[config.mk]
export PLATFORM = sky130hd
export DESIGN_NAME = sdram_rom_loader
export DESIGN_NICKNAME = d
export VERILOG_FILES = /design/src/rtl/sdram_loader_pkg.sv /design/src/rtl/sdram_rom_loader_fifo.sv /design/src/rtl/sdram_rom_loader.sv
export SDC_FILE = /design/constraint.sdc
export NUM_CORES = 1
export LEC_CHECK = 0
export BUFFER_PORTS_ARGS = -buffer_cell sky130_fd_sc_hd__buf_2
export CORE_MARGIN = 10
export CORE_UTILIZATION = 65
export CTS_CLUSTER_SIZE = 40
export DETAILED_ROUTE_END_ITERATION = 7
export PLACE_DENSITY_LB_ADDON = 0.25
export SLEW_MARGIN = 20
export SYNTH_ARGS = -nofsm -noshare
export SYNTH_HDL_FRONTEND = slang
export SYNTH_SLANG_ARGS = --single-unit
[constraint.sdc]
create_clock -name clk -period 5.4 [get_ports clk]
set_input_delay 0.54 -clock clk [delete_from_list [all_inputs] [get_ports clk]]
set_output_delay 0.54 -clock clk [all_outputs]
set_load 0.01 [all_outputs]
[src/rtl/sdram_loader_pkg.sv]
// Shared types and constants for the SDRAM ROM loader: issue FSM states,
// byte-enable codes, the write-queue entry layout and address arithmetic.
package sdram_loader_pkg;

  typedef enum logic [1:0] {
    IDLE     = 2'd0,
    ISSUE    = 2'd1,
    WAIT_ACK = 2'd2
  } issue_state_t;

  localparam logic [1:0] DS_LO = 2'b01;
  localparam logic [1:0] DS_HI = 2'b10;
  localparam logic [1:0] DS_W  = 2'b11;

  typedef struct packed {
    logic [22:0] addr;
    logic [15:0] data;
    logic [1:0]  ds;
  } wr_entry_t;

  localparam int ENTRY_W = $bits(wr_entry_t);

  // Byte address to SDRAM word address, offset by base and wrapped to 23 bits.
  function automatic logic [22:0] word_addr(input logic [24:0] byte_addr,
                                            input logic [22:0] base);
    logic [23:0] sum;
    sum = byte_addr[24:1] + {1'b0, base};
    return sum[22:0];
  endfunction

endpackage

[src/rtl/sdram_rom_loader_fifo.sv]
// Small synchronous FIFO holding packed SDRAM write entries. Head is
// presented combinationally; pointers wrap because DEPTH is a power of two.
module loader_fifo #(
  parameter int DEPTH = 4,
  parameter int WIDTH = 8
) (
  input  logic                     clk,
  input  logic                     init_n,
  input  logic                     push,
  input  logic [WIDTH-1:0]         push_data,
  input  logic                     pop,
  output logic [WIDTH-1:0]         head,
  output logic                     full,
  output logic                     empty,
  output logic [$clog2(DEPTH):0]   count
);

  localparam int AW = $clog2(DEPTH);
  localparam logic [AW:0] CNT_FULL = (AW + 1)'(DEPTH);

  logic [WIDTH-1:0] mem [DEPTH];
  logic [AW-1:0]    wr_ptr;
  logic [AW-1:0]    rd_ptr;
  logic             do_push;
  logic             do_pop;

  assign empty   = (count == '0);
  assign full    = (count == CNT_FULL);
  assign do_pop  = pop && !empty;
  // A push into a full queue is only taken when the head leaves the same cycle.
  assign do_push = push && (!full || do_pop);
  assign head    = mem[rd_ptr];

  // Storage write; contents need no reset since count gates visibility.
  always_ff @(posedge clk) begin
    if (do_push) begin
      mem[wr_ptr] <= push_data;
    end
  end

  // Pointer and occupancy tracking.
  always_ff @(posedge clk) begin
    if (!init_n) begin
      wr_ptr <= '0;
      rd_ptr <= '0;
      count  <= '0;
    end else begin
      if (do_push) wr_ptr <= wr_ptr + 1'b1;
      if (do_pop)  rd_ptr <= rd_ptr + 1'b1;
      case ({do_push, do_pop})
        2'b10:   count <= count + 1'b1;
        2'b01:   count <= count - 1'b1;
        default: count <= count;
      endcase
    end
  end

endmodule

[src/rtl/sdram_rom_loader.sv]
// Packs a downloaded ROM byte stream into 16-bit SDRAM writes, queues them,
// and issues them one at a time over a toggle req/ack port.
//
// state    | meaning
// IDLE     | no request outstanding, waiting for a queued entry
// ISSUE    | latch queue head onto the port and toggle port_req
// WAIT_ACK | request outstanding until port_ack matches port_req
module sdram_rom_loader
  import sdram_loader_pkg::*;
#(
  parameter int          FIFO_DEPTH = 4,
  parameter logic [22:0] BASE       = 23'd0
) (
  input  logic        clk,
  input  logic        init_n,
  input  logic        ioctl_downl,
  input  logic        ioctl_wr,
  input  logic [24:0] ioctl_addr,
  input  logic [7:0]  ioctl_dout,
  output logic        ioctl_wait,
  output logic        port_req,
  input  logic        port_ack,
  output logic        port_we,
  output logic [23:1] port_a,
  output logic [1:0]  port_ds,
  output logic [15:0] port_d,
  output logic        rom_ready
);

  localparam int CW = $clog2(FIFO_DEPTH) + 1;
  localparam logic [CW-1:0] WAIT_LVL = CW'(FIFO_DEPTH - 2);

  logic         downl_q;
  logic         downl_rise;
  logic         downl_fall;
  logic         wr_byte;
  logic [22:0]  in_addr;

  logic         held_valid, held_valid_nxt;
  logic [22:0]  held_addr, held_addr_nxt;
  logic [7:0]   held_lo, held_lo_nxt;
  logic         pend_valid, pend_valid_nxt;
  wr_entry_t    pend_entry, pend_entry_nxt;
  wr_entry_t    held_entry;
  wr_entry_t    odd_entry;

  logic         push;
  wr_entry_t    push_entry;
  logic         pop;
  wr_entry_t    fifo_head;
  logic         fifo_full;
  logic         fifo_empty;
  logic [CW-1:0] fifo_count;

  issue_state_t state, state_nxt;
  logic         load_port;
  logic         dl_seen;

  assign downl_rise = ioctl_downl && !downl_q;
  assign downl_fall = !ioctl_downl && downl_q;
  assign wr_byte    = ioctl_wr && ioctl_downl;
  assign in_addr    = word_addr(ioctl_addr, BASE);
  assign held_entry = '{addr: held_addr, data: {8'h00, held_lo}, ds: DS_LO};
  assign odd_entry  = '{addr: in_addr, data: {ioctl_dout, 8'h00}, ds: DS_HI};

  // A deferred odd byte keeps the source stalled until it has been queued.
  assign ioctl_wait = fifo_full || (fifo_count >= WAIT_LVL) || pend_valid;

  // Byte packing: decide this cycle's single queue push and the next pack state.
  // A deferred entry always exists with the pack register empty, so it never
  // competes with a held-word push.
  always_comb begin
    push           = 1'b0;
    push_entry     = '0;
    held_valid_nxt = held_valid;
    held_addr_nxt  = held_addr;
    held_lo_nxt    = held_lo;
    pend_valid_nxt = 1'b0;
    pend_entry_nxt = pend_entry;

    if (pend_valid) begin
      push       = 1'b1;
      push_entry = pend_entry;
    end

    if (wr_byte) begin
      if (!ioctl_addr[0]) begin
        if (held_valid) begin
          push       = 1'b1;
          push_entry = held_entry;
        end
        held_valid_nxt = 1'b1;
        held_addr_nxt  = in_addr;
        held_lo_nxt    = ioctl_dout;
      end else if (held_valid && (held_addr == in_addr)) begin
        push           = 1'b1;
        push_entry     = '{addr: held_addr, data: {ioctl_dout, held_lo}, ds: DS_W};
        held_valid_nxt = 1'b0;
      end else if (held_valid) begin
        push           = 1'b1;
        push_entry     = held_entry;
        held_valid_nxt = 1'b0;
        pend_valid_nxt = 1'b1;
        pend_entry_nxt = odd_entry;
      end else if (pend_valid) begin
        pend_valid_nxt = 1'b1;
        pend_entry_nxt = odd_entry;
      end else begin
        push       = 1'b1;
        push_entry = odd_entry;
      end
    end else if (downl_fall && held_valid) begin
      push           = 1'b1;
      push_entry     = held_entry;
      held_valid_nxt = 1'b0;
    end
  end

  // Pack register, deferred odd entry and download edge tracking.
  always_ff @(posedge clk) begin
    if (!init_n) begin
      downl_q    <= 1'b0;
      held_valid <= 1'b0;
      held_addr  <= '0;
      held_lo    <= '0;
      pend_valid <= 1'b0;
      pend_entry <= '0;
    end else begin
      downl_q    <= ioctl_downl;
      held_valid <= held_valid_nxt;
      held_addr  <= held_addr_nxt;
      held_lo    <= held_lo_nxt;
      pend_valid <= pend_valid_nxt;
      pend_entry <= pend_entry_nxt;
    end
  end

  loader_fifo #(
    .DEPTH (FIFO_DEPTH),
    .WIDTH (ENTRY_W)
  ) u_fifo (
    .clk       (clk),
    .init_n    (init_n),
    .push      (push),
    .push_data (push_entry),
    .pop       (pop),
    .head      (fifo_head),
    .full      (fifo_full),
    .empty     (fifo_empty),
    .count     (fifo_count)
  );

  // Issue FSM state register.
  always_ff @(posedge clk) begin
    if (!init_n) begin
      state <= IDLE;
    end else begin
      state <= state_nxt;
    end
  end

  // Issue FSM next state; the head is popped on the acknowledge cycle.
  always_comb begin
    state_nxt = state;
    load_port = 1'b0;
    pop       = 1'b0;
    case (state)
      IDLE: begin
        if (!fifo_empty) state_nxt = ISSUE;
      end
      ISSUE: begin
        load_port = 1'b1;
        state_nxt = WAIT_ACK;
      end
      WAIT_ACK: begin
        if (port_ack == port_req) begin
          pop       = 1'b1;
          state_nxt = IDLE;
        end
      end
      default: state_nxt = IDLE;
    endcase
  end

  // Port registers: held stable from the request toggle until the acknowledge.
  // Reset aligns port_req with port_ack so an abandoned transfer is not re-sent.
  always_ff @(posedge clk) begin
    if (!init_n) begin
      port_req <= port_ack;
      port_we  <= 1'b0;
      port_a   <= '0;
      port_d   <= '0;
      port_ds  <= '0;
    end else if (load_port) begin
      port_req <= ~port_req;
      port_we  <= 1'b1;
      port_a   <= fifo_head.addr;
      port_d   <= fifo_head.data;
      port_ds  <= fifo_head.ds;
    end else if (pop) begin
      port_we  <= 1'b0;
    end
  end

  // rom_ready: only meaningful after a download has been seen since reset.
  always_ff @(posedge clk) begin
    if (!init_n) begin
      rom_ready <= 1'b0;
      dl_seen   <= 1'b0;
    end else if (downl_rise) begin
      rom_ready <= 1'b0;
      dl_seen   <= 1'b1;
    end else if (dl_seen && !ioctl_downl && !held_valid && !pend_valid &&
                 fifo_empty && (state == IDLE)) begin
      rom_ready <= 1'b1;
    end
  end

endmodule

==> run_results.csv <==
group,metric,value,unit
synthesis,netlist_area,11940,um2
synthesis,synth_top_family_by_area,"multiplexers",
layout,nFillCells,1129,
setup_path,worstPathMaxFanout,23,
run_status,outcome,"complete, no violations",
layout,layout.nets,1070,
timing,setup_viol,0,
setup_path,reg2reg_depth,5,
floorplanning,die_w,155.6,um
synthesis,ys_ff_latch,284,
timing,slew_headroom,24.43,%
setup_path,worstReg2RegStart,"pend_valid",
place,pre_cts_slack,2.468,ns
setup_path,path_class,"reg2reg",
synthesis,synthArstFlopShare,0,%
synthesis,synth_top_area_share,41.49,%
synthesis,synth_fa_ha_area_share,0.5867,%
global_route,antenna_found_initial,3,
floorplanning,rows,49,
timing,setup_tns,0,ns
floorplanning,initial_core_util,66.26,%
layout,multi_input_area,4290,um2
synthesis,synth_common_cells,"nand2_1 (238), edfxtp_1 (165), dfxtp_1 (119), a21boi_1 (73), mux2i_1 (55)",
synthesis,synth-compound-area-share,8.591,%
cts,holdBufCountCts,0,
global_route,first_global_vias,7690,
global_route,grt_max_degree,85,
setup_path,slowest_delay,0.90,ns
hold_path,min_path_type,"in2reg",
routing,via_per_inst,5.991,
setup_path,critPathLaunchType,"flop",
routing,post_drt_wl_per_cell,19.90,um
synthesis,synth-edff-count,165,
cts,clock-root-buffer,"clkbuf_16",
routing,post-route-drc-count,0,
timing,finalMaxSlewViolations,0,
setup_path,crit_buf_inv,1,
place,io_buffers,81,
setup_path,cp-end-kind,"flop",
cts,cts_buffers,28,
cts,post_cts_buffers,0,
power,p_leak,4.765,nW
timing,rsz0062_at_grt,"false",
synthesis,synthDistinctLibCells,49,
synthesis,muxShareOfSynthArea,12.44,%
cts,clock_latency,0.52,ns
global_route,grt_usage,20.92,%
power,max-vdd-ir-drop,328.9,uV
setup_path,arrival,3.31,ns
routing,drt-initial-drc-count,626,
layout,stdcell_area,13530,um2
global_route,gr-total-overflow,0,
synthesis,synth_ff_type,"edfxtp_1",
timing,fin_ws,2.529,ns
synthesis,synthCells,971,
hold_path,hold_depth,3,
timing,final_hold_viol_count,0,
place,gp_congestion,0.7970,
timing,worst_slew_pin_slew,1.133,ns
layout,utilization,75.07,%
synthesis,synth.avg_cell_area,12.30,um2
setup_path,crit_slowest_cell,"dfxtp_1",
layout,drive_gt1_share,19.26,%
routing,vias,7668,
setup_path,rrSetupSlack,2.53,ns
setup_path,required,5.84,ns
setup_path,cpLargestDelayFamily,"simple AND/OR/NAND/NOR gates",
routing,ant_nets,0,
synthesis,seq_area_frac_synth,61.44,%
power,power_density,356.4,nW/um2
cts,cts.sinks,284,
synthesis,synth-simple-area-share,11.93,%
timing,max_freq,0.3483,GHz
cts,cts_resized,0,
place,dpl_cell_area,12460,um2
hold_path,hold_start,"ioctl_addr[12]",
layout,seqCellArea,7341,um2
timing,fin_crit,2.871,ns
synthesis,synth_xor_area_share,2.127,%
synthesis,yosysTopAreaCell,"edfxtp_1",
setup_path,path_cells,"nor2_1, a31oi_1, nor2b_4, buf_4, mux2i_1",
job,cap_viol_max_count,0,
global_route,grt_pass1_wl,41250,um
synthesis,synth_fp_nets,1014,
routing,first_pass_iters,5,
floorplanning,fp.dieH,155.6,um
cts,path_clk_slew,0.06,ns
synthesis,synth.area.top_cells,"edfxtp_1 (41%), dfxtp_1 (20%), mux4_2 (7.7%)",
synthesis,yosys_warnings,0,
routing,routed_wirelength,25480,um
hold_path,hold_end,"held_addr[11]",
synthesis,post-synth-top-count-cell,"nand2_1",
layout,area_growth,13.31,%
floorplanning,die-area,24200,um2
cts,clockBufferDepth,3,
cts,cts_tree,"yes",
timing,period_share,53.18,%
setup_path,r2r_end,"pend_entry[11]",
floorplanning,io_pins,83,
timing,clock_skew,0.01015,ns
place,hpwlAfterDp,15490,um
cts,cts-htree-levels,1,
floorplanning,coreArea,18020,um2
[where the power goes]
part	switching [mW]	internal, mW	leakage (nW)
Clock	0.790	1.40	0.506
Sequential	0.0255	2.33	2.57
Combinational	0.175	0.104	1.69
Total	0.990	3.83	4.77
[kinds of logic (layout without fill, tap and decap cells)]
family	count (synthesis)	after routing
AND/OR/NAND/NOR	337	337
flip-flops	284	284
AO/OA/AOI/OAI	143	143
multiplexers	97	97
buffers and inverters	76	154
XOR/XNOR	29	29
adder cells (fa/ha/maj)	5	5
other	0	2
[layout make-up]
type | count | share of cell area, %
Sequential cell | 284 | 54.25
Inverter | 6 | 0.1664
Clock buffer | 36 | 5.779
Timing Repair Buffer | 96 | 3.847
Clock inverter | 16 | 2.099
Multi-Input combinational cell | 611 | 31.71
Tap cell | 229 | 2.117
Antenna cell | 2 | 0.03699
[layout by cell type (no fill, tap or decap), drive strengths merged, types with 3 or more instances in the layout]
cell and n:
a21boi 73, a21oi 26, a22o 8, and2 13, and3 8, buf 96
bufinv 8, clkbuf 36, clkinv 4, clkinvlp 4, dfxtp 119, edfxtp 165
ha 4, inv 6, mux2i 55, mux4 41, nand2 238, nand3 25
nand4 4, nor2 28, nor2b 8, nor4 3, o211ai 22, o21ai 4
xnor2 18, xor2 11
[layer usage]
metal | wire [um] | GRT usage [%] | vias up
met4 | 419 | 5.303 | 2
met2 | 12070 | 33.84 | 281
met5 | 13 | 0 | -
met1 | 11020 | 28.34 | 3759
met3 | 1961 | 4.467 | 35
li1 | - | - | 3591
[through the flow]
step                hold WS (ns)  total power, mW  std cells
global route              0.2899            4.965       1278
detailed placement        0.4425            2.677       1226
global placement          0.4378            2.666       1226
CTS                       0.2747            4.850       1278
finish                    0.2915            4.823       1280
floorplan                 0.4306            2.580        971
[worst min-delay path: cells and delay by family]
family / cells / cell delay (ns)
buf+inv: 1 / 0.12
compound gates: 1 / 0.05
simple gates: 1 / 0.05
[worst max path at each step]
stage	start	endpoint	slack [ns]	cells past startpoint
after floorplan	ioctl_downl	u_fifo.mem[0][0]	2.68	5
after global placement	ioctl_downl	u_fifo.mem[0][29]	2.50	6
after detailed placement	ioctl_downl	u_fifo.mem[0][32]	2.47	6
after CTS	pend_valid	u_fifo.mem[1][25]	2.54	5
after global routing	pend_valid	pend_entry[12]	2.34	5
final	pend_valid	pend_entry[11]	2.53	5
[sequential cells by signal (all words and copies together), names as in the netlist]
| register | count |
|---|---|
| u_fifo.mem | 164 |
| pend_entry | 32 |
| held_addr | 23 |
| port_a | 23 |
| port_d | 16 |
| held_lo | 8 |
| u_fifo.count | 3 |
| port_ds | 2 |
| state | 2 |
| u_fifo.rd_ptr | 2 |
| u_fifo.wr_ptr | 2 |
| dl_seen | 1 |
| downl_q | 1 |
| held_valid | 1 |
| pend_valid | 1 |
| port_req | 1 |
| port_we | 1 |
| rom_ready | 1 |
No activity file was read; power rests on OpenSTA's default activity.
